==> src/rtl/sprite_anim_pkg.sv <==
// Shared types and defaults for the per-fighter sprite animation sequencer.
package sprite_anim_pkg;

   typedef enum logic [2:0] {
      IDLE     = 3'd0,
      WALK     = 3'd1,
      PUNCH    = 3'd2,
      KICK     = 3'd3,
      DESPMOVE = 3'd4,
      HIT      = 3'd5
   } action_t;

   typedef enum logic [1:0] {
      S_LOOP    = 2'd0,
      S_ONESHOT = 2'd1,
      S_RECOVER = 2'd2
   } anim_state_t;

   localparam int DEF_SPRITE_DIM = 64;
   localparam int DEF_FRAMES     = 4;

   // IDLE and WALK repeat forever; everything else plays once then recovers.
   function automatic logic is_oneshot(action_t a);
      return (a == PUNCH) || (a == KICK) || (a == DESPMOVE) || (a == HIT);
   endfunction

endpackage

==> src/rtl/anim_tick_counter.sv <==
// Vsync tick counter: clears on load, counts on enable, wraps to zero after TERM.
module anim_tick_counter #(
   parameter int W    = 3,
   parameter int TERM = 5
) (
   input  logic         clk_i,
   input  logic         rst_ni,
   input  logic         load_i,
   input  logic         en_i,
   output logic [W-1:0] cnt_o,
   output logic         tc_o
);

   logic [W-1:0] cnt_q;

   assign tc_o  = (cnt_q == W'(TERM));
   assign cnt_o = cnt_q;

   always_ff @(posedge clk_i or negedge rst_ni) begin
      if (!rst_ni) begin
         cnt_q <= '0;
      end else if (load_i) begin
         cnt_q <= '0;
      end else if (en_i) begin
         cnt_q <= tc_o ? '0 : cnt_q + 1'b1;
      end
   end

endmodule

==> src/rtl/sprite_anim_seq.sv <==
// Per-fighter animation sequencer: latches action requests, steps frames only on
// vsync ticks and produces the ROM base address of the displayed sprite frame.
module sprite_anim_seq
   import sprite_anim_pkg::*;
#(
   parameter int SPRITE_DIM    = DEF_SPRITE_DIM,
   parameter int FRAMES        = DEF_FRAMES,
   parameter int HOLD_TICKS    = 6,
   parameter int RECOVER_TICKS = 8,
   parameter int ADDR_W        = 17
) (
   input  logic                      vga_clk,
   input  logic                      reset_n,
   input  logic                      vsync_tick,
   input  logic                      req_valid,
   input  logic [2:0]                req_action,
   output logic                      req_ready,
   input  logic                      hit_pulse,
   output logic [2:0]                action,
   output logic [$clog2(FRAMES)-1:0] frame_idx,
   output logic [ADDR_W-1:0]         rom_base,
   output logic                      busy,
   output logic                      done
);

   localparam int FW    = $clog2(FRAMES);
   localparam int HW    = (HOLD_TICKS > 1) ? $clog2(HOLD_TICKS) : 1;
   localparam int RW    = (RECOVER_TICKS > 1) ? $clog2(RECOVER_TICKS) : 1;
   localparam int SHIFT = $clog2(SPRITE_DIM * SPRITE_DIM);

   anim_state_t       state_q;
   action_t           action_q;
   logic [FW-1:0]     frame_q;
   logic              pend_valid_q;
   action_t           pend_act_q;
   logic              pend_hit_q;
   logic              busy_q;
   logic              done_q;
   logic [ADDR_W-1:0] rom_base_q;

   logic          accept, restart, advance;
   logic          hold_en, rec_en, rec_load, last_frame;
   logic [HW-1:0] hold_cnt;
   logic [RW-1:0] rec_cnt;
   logic          hold_tc, rec_tc;

   assign req_ready = (state_q == S_LOOP) && !pend_valid_q && !pend_hit_q;
   assign accept    = req_valid && req_ready;

   // Re-requesting the loop already on screen is not a restart: it just advances.
   assign restart    = vsync_tick && (pend_hit_q ||
                       (pend_valid_q && !(state_q == S_LOOP && pend_act_q == action_q)));
   assign advance    = vsync_tick && !restart;
   assign last_frame = (frame_q == FW'(FRAMES - 1));
   assign hold_en    = advance && (state_q != S_RECOVER);
   assign rec_en     = advance && (state_q == S_RECOVER);
   assign rec_load   = restart || (hold_en && state_q == S_ONESHOT && hold_tc && last_frame);

   anim_tick_counter #(.W(HW), .TERM(HOLD_TICKS - 1)) u_hold_cnt (
      .clk_i  (vga_clk),
      .rst_ni (reset_n),
      .load_i (restart),
      .en_i   (hold_en),
      .cnt_o  (hold_cnt),
      .tc_o   (hold_tc)
   );

   anim_tick_counter #(.W(RW), .TERM(RECOVER_TICKS - 1)) u_rec_cnt (
      .clk_i  (vga_clk),
      .rst_ni (reset_n),
      .load_i (rec_load),
      .en_i   (rec_en),
      .cnt_o  (rec_cnt),
      .tc_o   (rec_tc)
   );

   always_ff @(posedge vga_clk or negedge reset_n) begin
      if (!reset_n) begin
         state_q      <= S_LOOP;
         action_q     <= IDLE;
         frame_q      <= '0;
         pend_valid_q <= 1'b0;
         pend_act_q   <= IDLE;
         pend_hit_q   <= 1'b0;
         busy_q       <= 1'b0;
         done_q       <= 1'b0;
         rom_base_q   <= '0;
      end else begin
         done_q <= 1'b0;
         if (vsync_tick) pend_valid_q <= 1'b0;
         // A request taken on a tick cycle survives that tick and applies at the next.
         if (accept && req_action <= 3'd5) begin
            pend_valid_q <= 1'b1;
            pend_act_q   <= action_t'(req_action);
         end
         if (vsync_tick) pend_hit_q <= 1'b0;
         if (hit_pulse)  pend_hit_q <= 1'b1;

         if (restart) begin
            action_q <= pend_hit_q ? HIT : pend_act_q;
            frame_q  <= '0;
            if (pend_hit_q || is_oneshot(pend_act_q)) begin
               state_q <= S_ONESHOT;
               busy_q  <= 1'b1;
            end else begin
               state_q <= S_LOOP;
               busy_q  <= 1'b0;
            end
         end else if (advance) begin
            case (state_q)
               S_LOOP: begin
                  if (hold_tc) frame_q <= frame_q + 1'b1;
               end
               S_ONESHOT: begin
                  if (hold_tc) begin
                     if (last_frame) state_q <= S_RECOVER;
                     else            frame_q <= frame_q + 1'b1;
                  end
               end
               S_RECOVER: begin
                  if (rec_tc) begin
                     action_q <= IDLE;
                     frame_q  <= '0;
                     state_q  <= S_LOOP;
                     busy_q   <= 1'b0;
                     done_q   <= 1'b1;
                  end
               end
               default: state_q <= S_LOOP;
            endcase
         end

         rom_base_q <= ADDR_W'({action_q, frame_q}) << SHIFT;
      end
   end

   assign action    = action_q;
   assign frame_idx = frame_q;
   assign rom_base  = rom_base_q;
   assign busy      = busy_q;
   assign done      = done_q;

endmodule

==> config.mk <==
export PLATFORM = sky130hd
export DESIGN_NAME = sprite_anim_seq
export DESIGN_NICKNAME = d
export VERILOG_FILES = /design/src/rtl/sprite_anim_pkg.sv /design/src/rtl/anim_tick_counter.sv /design/src/rtl/sprite_anim_seq.sv
export SDC_FILE = /design/constraint.sdc
export NUM_CORES = 1
export LEC_CHECK = 0
export CORE_MARGIN = 2
export CORE_UTILIZATION = 52
export DETAILED_ROUTE_END_ITERATION = 8
export PLACE_DENSITY_LB_ADDON = 0.15
export SYNTH_ARGS = -nofsm -noshare
export SYNTH_HDL_FRONTEND = slang
export SYNTH_HIERARCHICAL = 1
export SYNTH_SLANG_ARGS = --single-unit
==> constraint.sdc <==
create_clock -name vga_clk -period 3.47 [get_ports vga_clk]
set_input_delay 0.347 -clock vga_clk [delete_from_list [all_inputs] [get_ports vga_clk]]
set_output_delay 0.347 -clock vga_clk [all_outputs]
set_load 0.02 [all_outputs]
==> summary by stage <==
Power
Across the VDD grid, the largest voltage drop is 0.379 mV. The standby leakage power is 0.682 nW. The total power divided by cell area is 639 nW/um2.

STA
The time the final worst path needs with I/O delays and setup is 2.32 ns. The highest clock frequency the design can meet is 431 MHz. The max-slew violation count is 0. The transition time at the pin with the least slew margin is ~1.1 ns.

Setup repair after global routing left no endpoint under its margin. The number of endpoints with negative hold slack in the final report is 0. The count of endpoints failing setup in the final report is 0. The worst path uses 66.8% of the clock period. The worst pin sits at a relative slew slack of 28.9%. Between clock sinks in the finished design, the worst skew comes to slightly below 0.002 ns. Summed over all failing endpoints, the final setup total negative slack is 0 ns.

Clocking
The number of buffers added by the clock tree synthesis step is 3. Post-CTS repair changed the size of 0 cells. The clock tree from TritonCTS is built. The number of hold buffers added after CTS was 0. The number of levels in the clock H-tree is 1. The clock latency on the worst-skew pair is 0.31 ns. After clock tree synthesis, the clock-pin slew on the worst setup and hold paths is 0.12 ns.

The sink count of the clock tree is 25. The cell sitting at the root of the clock tree is a sky130_fd_sc_hd__clkbuf_4. Buffers added to address setup during post-CTS repair amount to 0. The clock passes through at most 2 buffers.

Layout
The most common cell after layout, fill and taps aside is sky130_fd_sc_hd__dfrtp_1. After filler insertion, the fill cell instance count of the layout stands at between 150 and 200. The net count of the finished layout is 156. The area taken by multi-input logic gates is between 600 and 700 um2. Measured on the finished design, the core utilization comes to 62.8%.

The count of antenna diodes in the layout is 0. The share of post-route cells with drive strength above 1 is approximately 10%. In the layout the commonest cells are sky130_fd_sc_hd__dfrtp_1, sky130_fd_sc_hd__clkdlybuf4s50_1, sky130_fd_sc_hd__nor2_1, sky130_fd_sc_hd__conb_1, sky130_fd_sc_hd__ha_1. The storage element area is 626 um2. From synthesis to final layout, the design area changed by 16.4%.

Floorplanning
After floorplanning, the core was divided into 18 placement rows. For this configuration, the core starts out at a cell density of 53.9%. Measured along the x axis, the die boundary spans 54.2 um. The total core area is 2430 um2. The area of the die is 2940 um2. The floorplan step set the die height to 54.2 um. For this design the top-level I/O count stands at 33.

Routing
After the first detailed-routing iteration, the DRC count stood at 14. The length of the first detailed-routing pass in iterations is 3. The total DRC errors in the routed layout is 0. Summed over all layers, the routed wires come to 2.32 mm.

Detailed routing inserted a total of 889 vias. The via count normalized by instance count is 5.20. Once detail routing completed, the nets flagged for antenna violations numbered 0. In the final routed layout, each cell accounts on average for 13.5 um.

GRT
Global routing used roughly 2.7% of the available met3 tracks. The met1 track demand over resource in global routing is 24.3%. The total global routing overflow is 0. The first global-routing pass estimated ~3.9 mm of wire. The number of antenna violations at the first check in global routing is 0. Entering global routing, the biggest net connects 26 pins. In the global route stage, overall resource usage came out at 18.2%. The number of global-route vias before repair is 835. The global-route track usage on met2 is 29.5%. After global routing, the most crowded layer is met2.

Critical path
The type of the setup path with the least slack is reg2out. The endpoint identified for the worst register-to-register timing path is u_rec_cnt/cnt_o[0]$_DFFE_PN0P_. The nature of the critical path endpoint is an output port. STA puts the critical path data arrival time at about 2.0 ns. The number of cells on the worst reg-to-reg path is 8. Following the worst setup path forward leads to its endpoint at req_ready.

The element type at the critical path start is a flop. The startpoint identified for the worst register-to-register timing path is state_q[0]$_DFFE_PN0P_. The setup slack of the most critical reg-to-reg path is 1.18 ns. In this run the worst path has a maximum fanout of 7.

The first element of the critical path is state_q[0]$_DFFE_PN0P_. The endpoint required time on the critical path is 3.12 ns.

Yosys
The netlist area before placement is roughly 1300 um2. After synthesis, the cell types taking the most area are sky130_fd_sc_hd__dfrtp_1, sky130_fd_sc_hd__buf_4, sky130_fd_sc_hd__ha_1, sky130_fd_sc_hd__nor2_1, sky130_fd_sc_hd__xnor2_1. The share of the yosys chip area belonging to registers is a little under half. The number of different library cells in the post-synthesis netlist is 39. Synthesis inferred 25 register bits. The proportion of netlist area held by the largest area contributor is 47.7%. The cell type with the largest total area after synthesis is sky130_fd_sc_hd__dfrtp_1.

The mean area per synthesized cell is ~11 um2. The Yosys warning count is 6. The synthesized instance count is approximately 120. The top flip-flop cell by instance count after synthesis is sky130_fd_sc_hd__dfrtp_1. The fraction of registers with async set/reset is 100%. The synthesized design contains 0 enable-type register cells.

Placement
Detailed placement ended at an HPWL of approximately 1.8 mm. Routability-driven placement finished with a final weighted congestion of 0.733. Buffers placed on the I/O ports in this run total 20.

Min path
The worst min-delay path category is reg2reg.

Outcome
The flow ran to the end, and the final reports show no timing, DRC or antenna violations.

Run
The count of max-cap constraint violations is 0.
-- cells in the mapped netlist, types with 2 or more instances --
cell / n
sky130_fd_sc_hd__a21bo_1: 2
sky130_fd_sc_hd__a21o_1: 4
sky130_fd_sc_hd__a21oi_1: 4
sky130_fd_sc_hd__a21oi_2: 2
sky130_fd_sc_hd__a41oi_1: 2
sky130_fd_sc_hd__buf_4: 12
sky130_fd_sc_hd__dfrtp_1: 25
sky130_fd_sc_hd__ha_1: 6
sky130_fd_sc_hd__inv_1: 5
sky130_fd_sc_hd__inv_2: 3
sky130_fd_sc_hd__mux2i_1: 3
sky130_fd_sc_hd__nand2_1: 2
sky130_fd_sc_hd__nor2_1: 12
sky130_fd_sc_hd__nor2b_1: 2
sky130_fd_sc_hd__o21ai_0: 3
sky130_fd_sc_hd__o22a_1: 2
sky130_fd_sc_hd__o2bb2ai_1: 2
sky130_fd_sc_hd__o31ai_1: 2
sky130_fd_sc_hd__or4_1: 2
sky130_fd_sc_hd__xnor2_1: 4
-- layer usage --
layer	wire [um]	up-vias
met3	80	4
met4	24	0
met1	1110	426
met2	1100	16
met5	0	-
li1	-	443
-- cell families (layout without fill, tap and decap cells) --
kind of cell | after synthesis | in the layout | synth area share, %
muxes | 4 | 4 | 3.15
buffers and inverters | 20 | 32 | 9.16
and+or+nand+nor | 28 | 28 | 13.0
AOI/OAI and AO/OA | 29 | 29 | 17.7
DFF | 25 | 25 | 47.7
other | 1 | 12 | 0.286
adders and majority gates | 6 | 6 | 5.73
xor gates and xnor gates | 5 | 5 | 3.34
-- sequential cells by signal, indices dropped and copies added, names as in the netlist --
name	cells
action	3
busy	1
done	1
frame_idx	2
pend_act_q	3
pend_hit_q	1
pend_valid_q	1
rom_base	5
state_q	2
u_hold_cnt/cnt_o	3
u_rec_cnt/cnt_o	3
-- where the power goes --
group	internal [mW]	switching, mW	leakage, nW
logic	0.192	0.224	0.343
registers	0.363	0.0706	0.323
clock network	0.0449	0.0805	0.0150
-- cell type report --
class / instances / share of cell area [%]
clock buffer: 4 / 1.72
inverter: 8 / 1.97
multi-input combinational: 84 / 39.8
sequential: 25 / 41.0
tap: 30 / 2.46
timing repair buffer: 20 / 13.1
-- worst max-delay path, stage by stage (launching register included) --
cell                              delay, ns
sky130_fd_sc_hd__dfrtp_1               0.43
sky130_fd_sc_hd__inv_1                 0.09
sky130_fd_sc_hd__ha_1                  0.28
sky130_fd_sc_hd__nor3b_2               0.24
sky130_fd_sc_hd__clkdlybuf4s50_1       0.63
-- how the worst min path moves through the flow --
stage,cells past startpoint,endpoint,startpoint
floorplan,0,action[0]$_DFFE_PN0P_,reset_n
global placement,0,rom_base[13]$_DFF_PN0_,frame_idx[1]$_DFFE_PN0P_
detailed placement,0,rom_base[13]$_DFF_PN0_,frame_idx[1]$_DFFE_PN0P_
CTS,0,rom_base[13]$_DFF_PN0_,frame_idx[1]$_DFFE_PN0P_
global route,0,rom_base[13]$_DFF_PN0_,frame_idx[1]$_DFFE_PN0P_
finish,0,rom_base[13]$_DFF_PN0_,frame_idx[1]$_DFFE_PN0P_
-- through the flow --
stage / cells / hold WS (ns) / area [um2] / power [mW] / setup slack, ns
after floorplan: 129 / 0.0514 / 1350 / 0.715 / 1.45
after global placement: 167 / 0.415 / 1500 / 0.840 / 1.34
after detailed placement: 167 / 0.424 / 1500 / 0.858 / 1.26
after CTS: 171 / 0.454 / 1530 / 0.986 / 1.13
after global routing: 171 / 0.470 / 1530 / 1.05 / 1.04
final: 171 / 0.449 / 1530 / 0.975 / 1.15
(Power assumes the default switching activity.)
